`src/rtl/arr_port_if.sv`:
```
// arr_port_if: requester-side bus of the array port arbiter, one packed slot per requester.
interface arr_port_if #(
   parameter int NREQ   = 2,
   parameter int ADDR_W = 1,
   parameter int DATA_W = 1
) ();
   logic [NREQ-1:0]        req, we, lock, gnt, rvalid;
   logic [NREQ*ADDR_W-1:0] addr;
   logic [NREQ*DATA_W-1:0] wdata;
   logic [DATA_W-1:0]      rdata;
   modport master (output req, we, addr, wdata, lock, input gnt, rvalid, rdata);
   modport slave (input req, we, addr, wdata, lock, output gnt, rvalid, rdata);
endinterface

```
`src/rtl/arr_port_arbiter.sv`:
```
// arr_port_arbiter: round-robin arbiter with bounded lock for one single-port array memory.
// Optional ARR_HOST_PRIORITY_EN gives requester 0 absolute priority and lets it break locks.
module arr_port_arbiter #(
   parameter int NREQ     = 2,
   parameter int ADDR_W   = 1,
   parameter int DATA_W   = 1,
   parameter int LOCK_MAX = 4
) (
   input  logic              clk,
   input  logic              rst_n,
   arr_port_if.slave         bus,
   output logic              arrWEnable,
   output logic [ADDR_W-1:0] arrAddr,
   output logic [DATA_W-1:0] arrWData,
   input  logic [DATA_W-1:0] arrRData,
   output logic              busy
);
   localparam int PW = $clog2(NREQ);
   localparam logic [3:0] CNT_LAST = 4'(LOCK_MAX - 1);
   typedef enum logic {UNLOCKED, LOCKED} state_t;
   state_t state, state_nx;
   logic [PW-1:0] rr_ptr, rr_nx, owner, owner_nx, win, idx;
   logic [3:0] cnt, cnt_nx;
   logic win_v, host;
   function automatic logic [PW-1:0] succ(input logic [PW-1:0] i);
      return (i == PW'(NREQ - 1)) ? '0 : i + 1'b1;
   endfunction
   always_comb begin
      win = rr_ptr;
      win_v = 1'b0;
      idx = '0;
      host = 1'b0;
      for (int k = 0; k < NREQ; k++) begin
         idx = PW'((int'(rr_ptr) + k) % NREQ);
         if (!win_v && bus.req[idx]) begin
            win_v = 1'b1;
            win = idx;
         end
      end
      if (state == LOCKED) begin
         win = owner;
         win_v = bus.req[owner];
      end
`ifdef ARR_HOST_PRIORITY_EN
      host = bus.req[0];
      if (host) begin
         win = '0;
         win_v = 1'b1;
      end
`endif
      // grant is suppressed asynchronously while reset is asserted
      win_v = win_v & rst_n;
      bus.gnt = win_v ? NREQ'(1) << win : '0;
      arrWEnable = win_v & bus.we[win];
      arrAddr = win_v ? bus.addr[win*ADDR_W +: ADDR_W] : 'x;
      arrWData = win_v ? bus.wdata[win*DATA_W +: DATA_W] : 'x;
      state_nx = state;
      owner_nx = owner;
      cnt_nx = cnt;
      rr_nx = rr_ptr;
      if (host) begin
         state_nx = UNLOCKED;
         cnt_nx = '0;
      end else if (state == LOCKED) begin
         if (bus.req[owner] && bus.lock[owner] && cnt < CNT_LAST) cnt_nx = cnt + 1'b1;
         else begin
            state_nx = UNLOCKED;
            cnt_nx = '0;
            rr_nx = succ(owner);
         end
      end else if (win_v) begin
         rr_nx = succ(win);
         if (bus.lock[win] && LOCK_MAX > 1) begin
            state_nx = LOCKED;
            owner_nx = win;
            cnt_nx = 4'd1;
         end
      end
   end
   always_ff @(posedge clk or negedge rst_n) begin
      if (!rst_n) begin
         state <= UNLOCKED;
         owner <= '0;
         cnt <= '0;
         rr_ptr <= '0;
         bus.rvalid <= '0;
      end else begin
         state <= state_nx;
         owner <= owner_nx;
         cnt <= cnt_nx;
         rr_ptr <= rr_nx;
         bus.rvalid <= bus.gnt & ~bus.we;
      end
   end
   assign bus.rdata = arrRData;
   assign busy = state == LOCKED;
endmodule

```
`src/flat_wrapper.sv`:
```
// flat-port wrapper written by rule: the top's interface ports become plain ports
module arr_port_arbiter_flat 
#(
   parameter int NREQ     = 2,
   parameter int ADDR_W   = 1,
   parameter int DATA_W   = 1,
   parameter int LOCK_MAX = 4
)
  (clk, rst_n, arrWEnable, arrAddr, arrWData, arrRData, busy, bus_req, bus_we, bus_addr, bus_wdata, bus_lock, bus_gnt, bus_rvalid, bus_rdata);
  arr_port_if #(.NREQ(NREQ), .ADDR_W(ADDR_W), .DATA_W(DATA_W)) bus_i ();
  input  logic clk;
  input  logic rst_n;
  output logic arrWEnable;
  output logic [ADDR_W-1:0] arrAddr;
  output logic [DATA_W-1:0] arrWData;
  input  logic [DATA_W-1:0] arrRData;
  output logic busy;
  input wire logic [$bits(bus_i.req)-1:0] bus_req;
  input wire logic [$bits(bus_i.we)-1:0] bus_we;
  input wire logic [$bits(bus_i.addr)-1:0] bus_addr;
  input wire logic [$bits(bus_i.wdata)-1:0] bus_wdata;
  input wire logic [$bits(bus_i.lock)-1:0] bus_lock;
  output wire logic [$bits(bus_i.gnt)-1:0] bus_gnt;
  output wire logic [$bits(bus_i.rvalid)-1:0] bus_rvalid;
  output wire logic [$bits(bus_i.rdata)-1:0] bus_rdata;
  assign bus_i.req = bus_req;
  assign bus_i.we = bus_we;
  assign bus_i.addr = bus_addr;
  assign bus_i.wdata = bus_wdata;
  assign bus_i.lock = bus_lock;
  assign bus_gnt = bus_i.gnt;
  assign bus_rvalid = bus_i.rvalid;
  assign bus_rdata = bus_i.rdata;
  arr_port_arbiter #(.NREQ(NREQ), .ADDR_W(ADDR_W), .DATA_W(DATA_W), .LOCK_MAX(LOCK_MAX)) u_core (.clk(clk), .rst_n(rst_n), .bus(bus_i), .arrWEnable(arrWEnable), .arrAddr(arrAddr), .arrWData(arrWData), .arrRData(arrRData), .busy(busy));
endmodule
```
`config.mk`:
```
export PLATFORM = sky130hd
export DESIGN_NAME = arr_port_arbiter_flat
export DESIGN_NICKNAME = d
export VERILOG_FILES = /design/src/rtl/arr_port_if.sv /design/src/rtl/arr_port_arbiter.sv /design/src/flat_wrapper.sv
export SDC_FILE = /design/constraint.sdc
export NUM_CORES = 1
export LEC_CHECK = 0
export BUFFER_PORTS_ARGS = -buffer_cell sky130_fd_sc_hd__buf_2
export CAP_MARGIN = 15
export CELL_PAD_IN_SITES_DETAIL_PLACEMENT = 0
export CELL_PAD_IN_SITES_GLOBAL_PLACEMENT = 1
export CORE_MARGIN = 4
export CORE_UTILIZATION = 33
export DETAILED_ROUTE_END_ITERATION = 8
export GPL_TIMING_DRIVEN = 1
export HOLD_SLACK_MARGIN = 0.12
export PLACE_DENSITY = 0.78
export SYNTH_ARGS = -nofsm -noshare
export SYNTH_HDL_FRONTEND = slang
export SYNTH_SLANG_ARGS = --single-unit
```
`constraint.sdc`:
```
create_clock -name clk -period 2.1 [get_ports clk]
set_input_delay 0.315 -clock clk [delete_from_list [all_inputs] [get_ports clk]]
set_output_delay 0.315 -clock clk [all_outputs]
set_load 0.1 [all_outputs]
```
Word level (Yosys, flattened, before mapping)
Cells that the tools add are included.
{"block": "word_totals", "wordCells": 65, "mem_bits_ro": 0, "mem_count": 0, "latch_bits": 0, "out_inout_bits": 9, "regBits": 9, "in_bits": 13, "ramBits": 0}
{"block": "classes", "addsub": 4, "n_lt_le_gt_ge": 5, "reduce_logical": 9, "n_eq_ne": 1, "n_mul": 0, "bitwise_logic": 5, "n_mux": 33, "div_mod_pow": 0, "shifts": 3}
{"cell": "1-bit two-way mux", "n": 28}
{"cell": "4-bit two-way mux", "n": 4}
{"cell": "1-bit by 2-bit < comparator with 1-bit output (second input constant)", "n": 4}
{"cell": "4-bit by 1-bit adder with 4-bit output (second input constant)", "n": 1}
{"cell": "4-bit by 2-bit < comparator with 1-bit output (second input constant)", "n": 1}
{"cell": "2-bit AND reduction", "n": 2}
{"cell": "2-bit nonzero test", "n": 2}
{"cell": "2-bit by 2-bit variable part select with 1-bit output", "n": 2}
{"cell": "1-bit adder (second input constant)", "n": 3}
{"cell": "1-bit logical AND", "n": 3}
{"cell": "3-bit AND reduction", "n": 1}
{"cell": "1-bit AND", "n": 2}
{"cell": "2-bit AND", "n": 1}
{"cell": "2-bit two-way mux", "n": 1}
{"cell": "2-bit inequality test (second input constant)", "n": 1}
{"cell": "2-bit inverter", "n": 1}
{"cell": "1-bit by 1-bit left shift with 2-bit output (first input constant)", "n": 1}
{"cell": "1-bit zero test", "n": 1}
{"cell": "1-bit inverter", "n": 1}

Longest topological paths before layout
{"block": "depth", "word_depth": 12, "depth_mapped": 5, "ltp_nobuf": 5}

Least setup slack after synthesis
OpenSTA, ideal clock, no wires.
{"block": "synth_timing", "kind": "register to output", "startpoint": "register u_core.state (netlist: u_core.busy)", "endpoint": "output port arrWEnable", "setup_slack_ns": -1.503, "t_arrival_ns": 3.288, "required_time_ns": 1.785, "path_stages_with_launch": 4, "n_path_buf": 1, "cell_sequence": "dfrtp_1 > buf_4 > o31ai_2 > a2111oi_2"}
{"block": "synth_between", "elab_chain_cells": 4, "word_cells_on_any_way": 6, "cone_classes": "mux: 4; bitwise: 2"}
{"element": "start: declaration", "line_no": "arr_port_arbiter.sv:21", "source": "state_t state, state_nx;"}
{"element": "start signal: assignment", "line_no": "arr_port_arbiter.sv:88", "source": "state <= state_nx;"}
{"element": "1-bit two-way mux", "line_no": "arr_port_arbiter.sv:40", "source": "if (state == LOCKED) begin"}
{"element": "1-bit two-way mux (implied by the code) (2 in series)", "line_no": "arr_port_arbiter.sv:54", "source": "arrWEnable = win_v & bus.we[win];"}
{"element": "1-bit AND (*)", "line_no": "arr_port_arbiter.sv:54"}
{"element": "end: declaration", "line_no": "flat_wrapper.sv:13", "source": "output logic arrWEnable;"}
Every way passes the cells marked *; elsewhere a longest branch is shown, timed or not. The select of a mux whose other input is x is not followed.

Worst setup path in the final report
Ends and elaborated chain as after synthesis.

==> impl_metrics.xml <==
<?xml version="1.0" encoding="UTF-8"?>
<metrics>
  <group name="worst_setup_path">
    <metric name="timing.critical_path.required" unit="ns">1.78</metric>
    <metric name="r2r_setup_slack" unit="ns">0.44</metric>
    <metric name="worstSetupPathType" unit="">reg -&gt; out</metric>
    <metric name="worst-path-max-fanout" unit="">9</metric>
    <metric name="critPathCaptureType" unit="">output pin</metric>
    <metric name="worst_ep_arrival_time" unit="ns">1.71</metric>
    <metric name="timing.critical_path.from_type" unit="">flip-flop</metric>
    <metric name="worstRegToRegCells" unit="">5</metric>
  </group>
  <group name="floorplan">
    <metric name="floorplan.initialDensity" unit="%">36.7</metric>
    <metric name="placeableCoreArea" unit="mm^2">0.00159</metric>
    <metric name="boundaryPins" unit="">22</metric>
    <metric name="die-area" unit="mm^2">0.00251</metric>
    <metric name="floorplan.die.height" unit="um">50.1</metric>
    <metric name="die_w" unit="um">50.1</metric>
    <metric name="rows" unit="">14</metric>
  </group>
  <group name="timing">
    <metric name="report.final.hold_viol_count" unit="">0</metric>
    <metric name="holdWs" unit="ns">0.333</metric>
    <metric name="timing_max_transition_violations_final" unit="">0</metric>
    <metric name="fin_worst_skew" unit="ns">0.00191</metric>
    <metric name="final_critical_path_setup_slack" unit="ns">0.0727</metric>
    <metric name="maxClockFrequency" unit="MHz">493</metric>
    <metric name="finalSetupViolations" unit="">0</metric>
    <metric name="rsz_0062_raised_after_global_routing" unit="">false</metric>
    <metric name="actual_slew_at_the_worst_max_slew_pin" unit="ns">0.505</metric>
    <metric name="min_period" unit="ns">2.03</metric>
    <metric name="max_slew_margin_vs_limit" unit="%">66.0</metric>
    <metric name="finalCritPeriodShare" unit="%">96.5</metric>
  </group>
  <group name="routing">
    <metric name="avgRoutedWirePerCell" unit="um">12.3</metric>
    <metric name="detailed_routing_iterations_pass_1" unit="">4</metric>
    <metric name="vias" unit="">568</metric>
    <metric name="initialDrtViolationCount" unit="">24</metric>
    <metric name="remaining_design_rule_violation_count" unit="">0</metric>
    <metric name="postRouteAntennaNets" unit="">0</metric>
    <metric name="avgViaCountPerCell" unit="">4.98</metric>
    <metric name="wl" unit="um">1410</metric>
  </group>
  <group name="logic_synthesis">
    <metric name="post-synth-top-area-fraction" unit="%">38.5</metric>
    <metric name="async_reset_ff_share" unit="%">100</metric>
    <metric name="synth.lib_cells_used.distinct" unit="">27</metric>
    <metric name="postSynthCellCount" unit="">66</metric>
    <metric name="synth_warnings" unit="">0</metric>
    <metric name="post-synth-top-count-cell" unit="">nand2_1</metric>
    <metric name="synth.avg_cell_area" unit="um^2">8.87</metric>
    <metric name="synth.area.top_cells" unit="">dfrtp_1 38%, nand2_1 6.4%, and2_1 5.3%</metric>
    <metric name="netlist_area" unit="um^2">586</metric>
    <metric name="post_syn_nets" unit="">80</metric>
    <metric name="yosys.area.top_type" unit="">dfrtp_1</metric>
    <metric name="synth-edff-count" unit="">0</metric>
    <metric name="seq_area_frac_synth" unit="%">38.5</metric>
    <metric name="ys.flop_type" unit="">dfrtp_1</metric>
    <metric name="synth.ff_latch_count" unit="">9</metric>
    <metric name="leading_post_synthesis_cells_by_instance_count" unit="">10 x nand2_1, 9 x dfrtp_1, 5 x and2_1, 5 x o21ai_0</metric>
  </group>
  <group name="cts">
    <metric name="path_clk_slew" unit="ns">0.06</metric>
    <metric name="cts_tree" unit="">yes</metric>
    <metric name="worst_skew_pair.late_latency" unit="ns">0.26</metric>
    <metric name="cts_inserted_buffers" unit="">3</metric>
    <metric name="clk_root_buffer_cell" unit="">clkbuf_4</metric>
    <metric name="cts_num_sinks" unit="">9</metric>
    <metric name="clock_tree.htree_level_count" unit="">1</metric>
    <metric name="ctsLongestPathBuffers" unit="">2</metric>
  </group>
  <group name="placement">
    <metric name="place.detailed.hpwl" unit="um">1090</metric>
    <metric name="pre_cts_ws" unit="ns">0.158</metric>
    <metric name="port_buffers" unit="">19</metric>
    <metric name="gp_routability_congestion" unit="">0.812</metric>
    <metric name="dpl_cell_area" unit="um^2">744</metric>
    <metric name="placed_cells_incl_taps" unit="">107</metric>
  </group>
  <group name="layout">
    <metric name="fin_area" unit="um^2">817</metric>
    <metric name="post_route_cells_drive_above_1_share" unit="%">40.0</metric>
    <metric name="antenna_cells" unit="">0</metric>
    <metric name="finish.cell_count_without_fillers" unit="">114</metric>
    <metric name="syn_to_final_growth" unit="%">39.5</metric>
    <metric name="finish.net_count" unit="">105</metric>
  </group>
  <group name="run">
    <metric name="maxCapViolations" unit="">0</metric>
  </group>
  <group name="power_and_ir_drop">
    <metric name="p_per_area" unit="mW/mm^2">1150</metric>
    <metric name="worst_ir_drop_vdd" unit="V">0.000681</metric>
    <metric name="power.static_leakage" unit="nW">0.399</metric>
    <metric name="finalPower" unit="mW">0.942</metric>
  </group>
  <group name="run_status">
    <metric name="run_status" unit="">finished clean</metric>
  </group>
  <group name="global_routing">
    <metric name="via_count_of_the_first_global_routing_pass" unit="">533</metric>
    <metric name="grt_start_max_net_pins" unit="">12</metric>
    <metric name="grt_usage" unit="%">11.8</metric>
    <metric name="grt_antenna_before_repair" unit="">0</metric>
    <metric name="gr_ovfl_total" unit="">0</metric>
    <metric name="grt_first_pass_wirelength" unit="um">2230</metric>
  </group>
  <group name="hold_path">
    <metric name="worstHoldPathCells" unit="">3</metric>
    <metric name="hold_class" unit="">in -&gt; reg</metric>
  </group>
</metrics>
-- final timing paths --
check / startpoint / endpoint
worst min-delay path: bus_we[0] / u_core.bus.rvalid[0]$_DFF_PN0_
max in group asynchronous: rst_n / u_core.busy$_DFF_PN0_
worst min register to register: u_core.cnt[3]$_DFFE_PN0P_ / u_core.cnt[3]$_DFFE_PN0P_
min in group asynchronous: rst_n / u_core.rr_ptr$_DFFE_PN0P_
worst max register to register: u_core.cnt[0]$_DFFE_PN0P_ / u_core.rr_ptr$_DFFE_PN0P_
worst max-delay path: u_core.busy$_DFF_PN0_ / arrWEnable
-- critical path: stages (launching register included) --
cell and delay [ns]:
dfrtp_4 0.54, nand2_4 0.11, o31ai_4 0.09, buf_4 0.15, a2111oi_4 0.33, buf_12 0.22
-- layer usage --
layer / vias up / global-route usage (%) / share of wire (%)
li1: 284 / - / -
met1: 261 / 14.7 / 45
met2: 21 / 18.5 / 45
met3: 2 / 3.31 / 8.3
met4: 0 / 5.53 / 0.85
met5: - / 0 / 0
-- per-stage QoR --
step	setup TNS, ns	util, %
5_1_grt	0	51.3
2_1_floorplan	-0.494	-
3_5_place_dp	0	46.7
4_1_cts	0	49.3
6_report	0	51.3
3_3_place_gp	0	46.7
-- where the power goes --
part / internal, mW / switching (mW)
clock: 0.0734 / 0.0653
sequential: 0.218 / 0.0584
combinational: 0.176 / 0.352
-- placed cells by master, fill, tap and decap left out, drive strengths merged --
cell type and n:
o21ai 5, ha 1, nand3b 1, o211a 1
nor2 3, mux2i 1, a2111oi 1, a32o 1
nand2 10, a211oi 1, nand3 3, o2111a 1
mux2 2, buf 22, or4b 1, nand4 1
dlygate4sd3 1, o311a 1, nand2b 2, and2 5
or3 1, clkbuf 4, dfrtp 9, o31ai 1
a21oi 6, inv 5
-- flip-flops by register name, indices dropped and copies added (netlist names) --
name,flops
u_core.busy,1
u_core.cnt,4
u_core.bus.rvalid,2
u_core.rr_ptr,1
u_core.owner,1
-- cells by family after synthesis --
kind of cell,count (synthesis),share of synthesized area [%]
AND/OR/NAND/NOR,27,23.5
AO/OA/AOI/OAI,18,23.7
flip-flops,9,38.5
multiplexers,3,5.56
buffers and inverters,8,6.62
adder cells (fa/ha/maj),1,2.14
-- area by class of cell --
type                    count  area, um^2
repair buffers             23         155
clock buffers               4        26.3
inverters                   5        18.8
well taps                  24        30.0
fillers                   152         777
multi-input cells          49         358
flip-flops and latches      9         229
-- timing repair --
action                                  in CTS  in global routing
resized for setup                            2                  4
hold buffers                                 1                  0
pin swaps                                    1                  1
endpoints found under the hold margin        9                  0
endpoints found under the setup margin       2                  2
setup buffers                                0                  2
(Power assumes the default switching activity.)
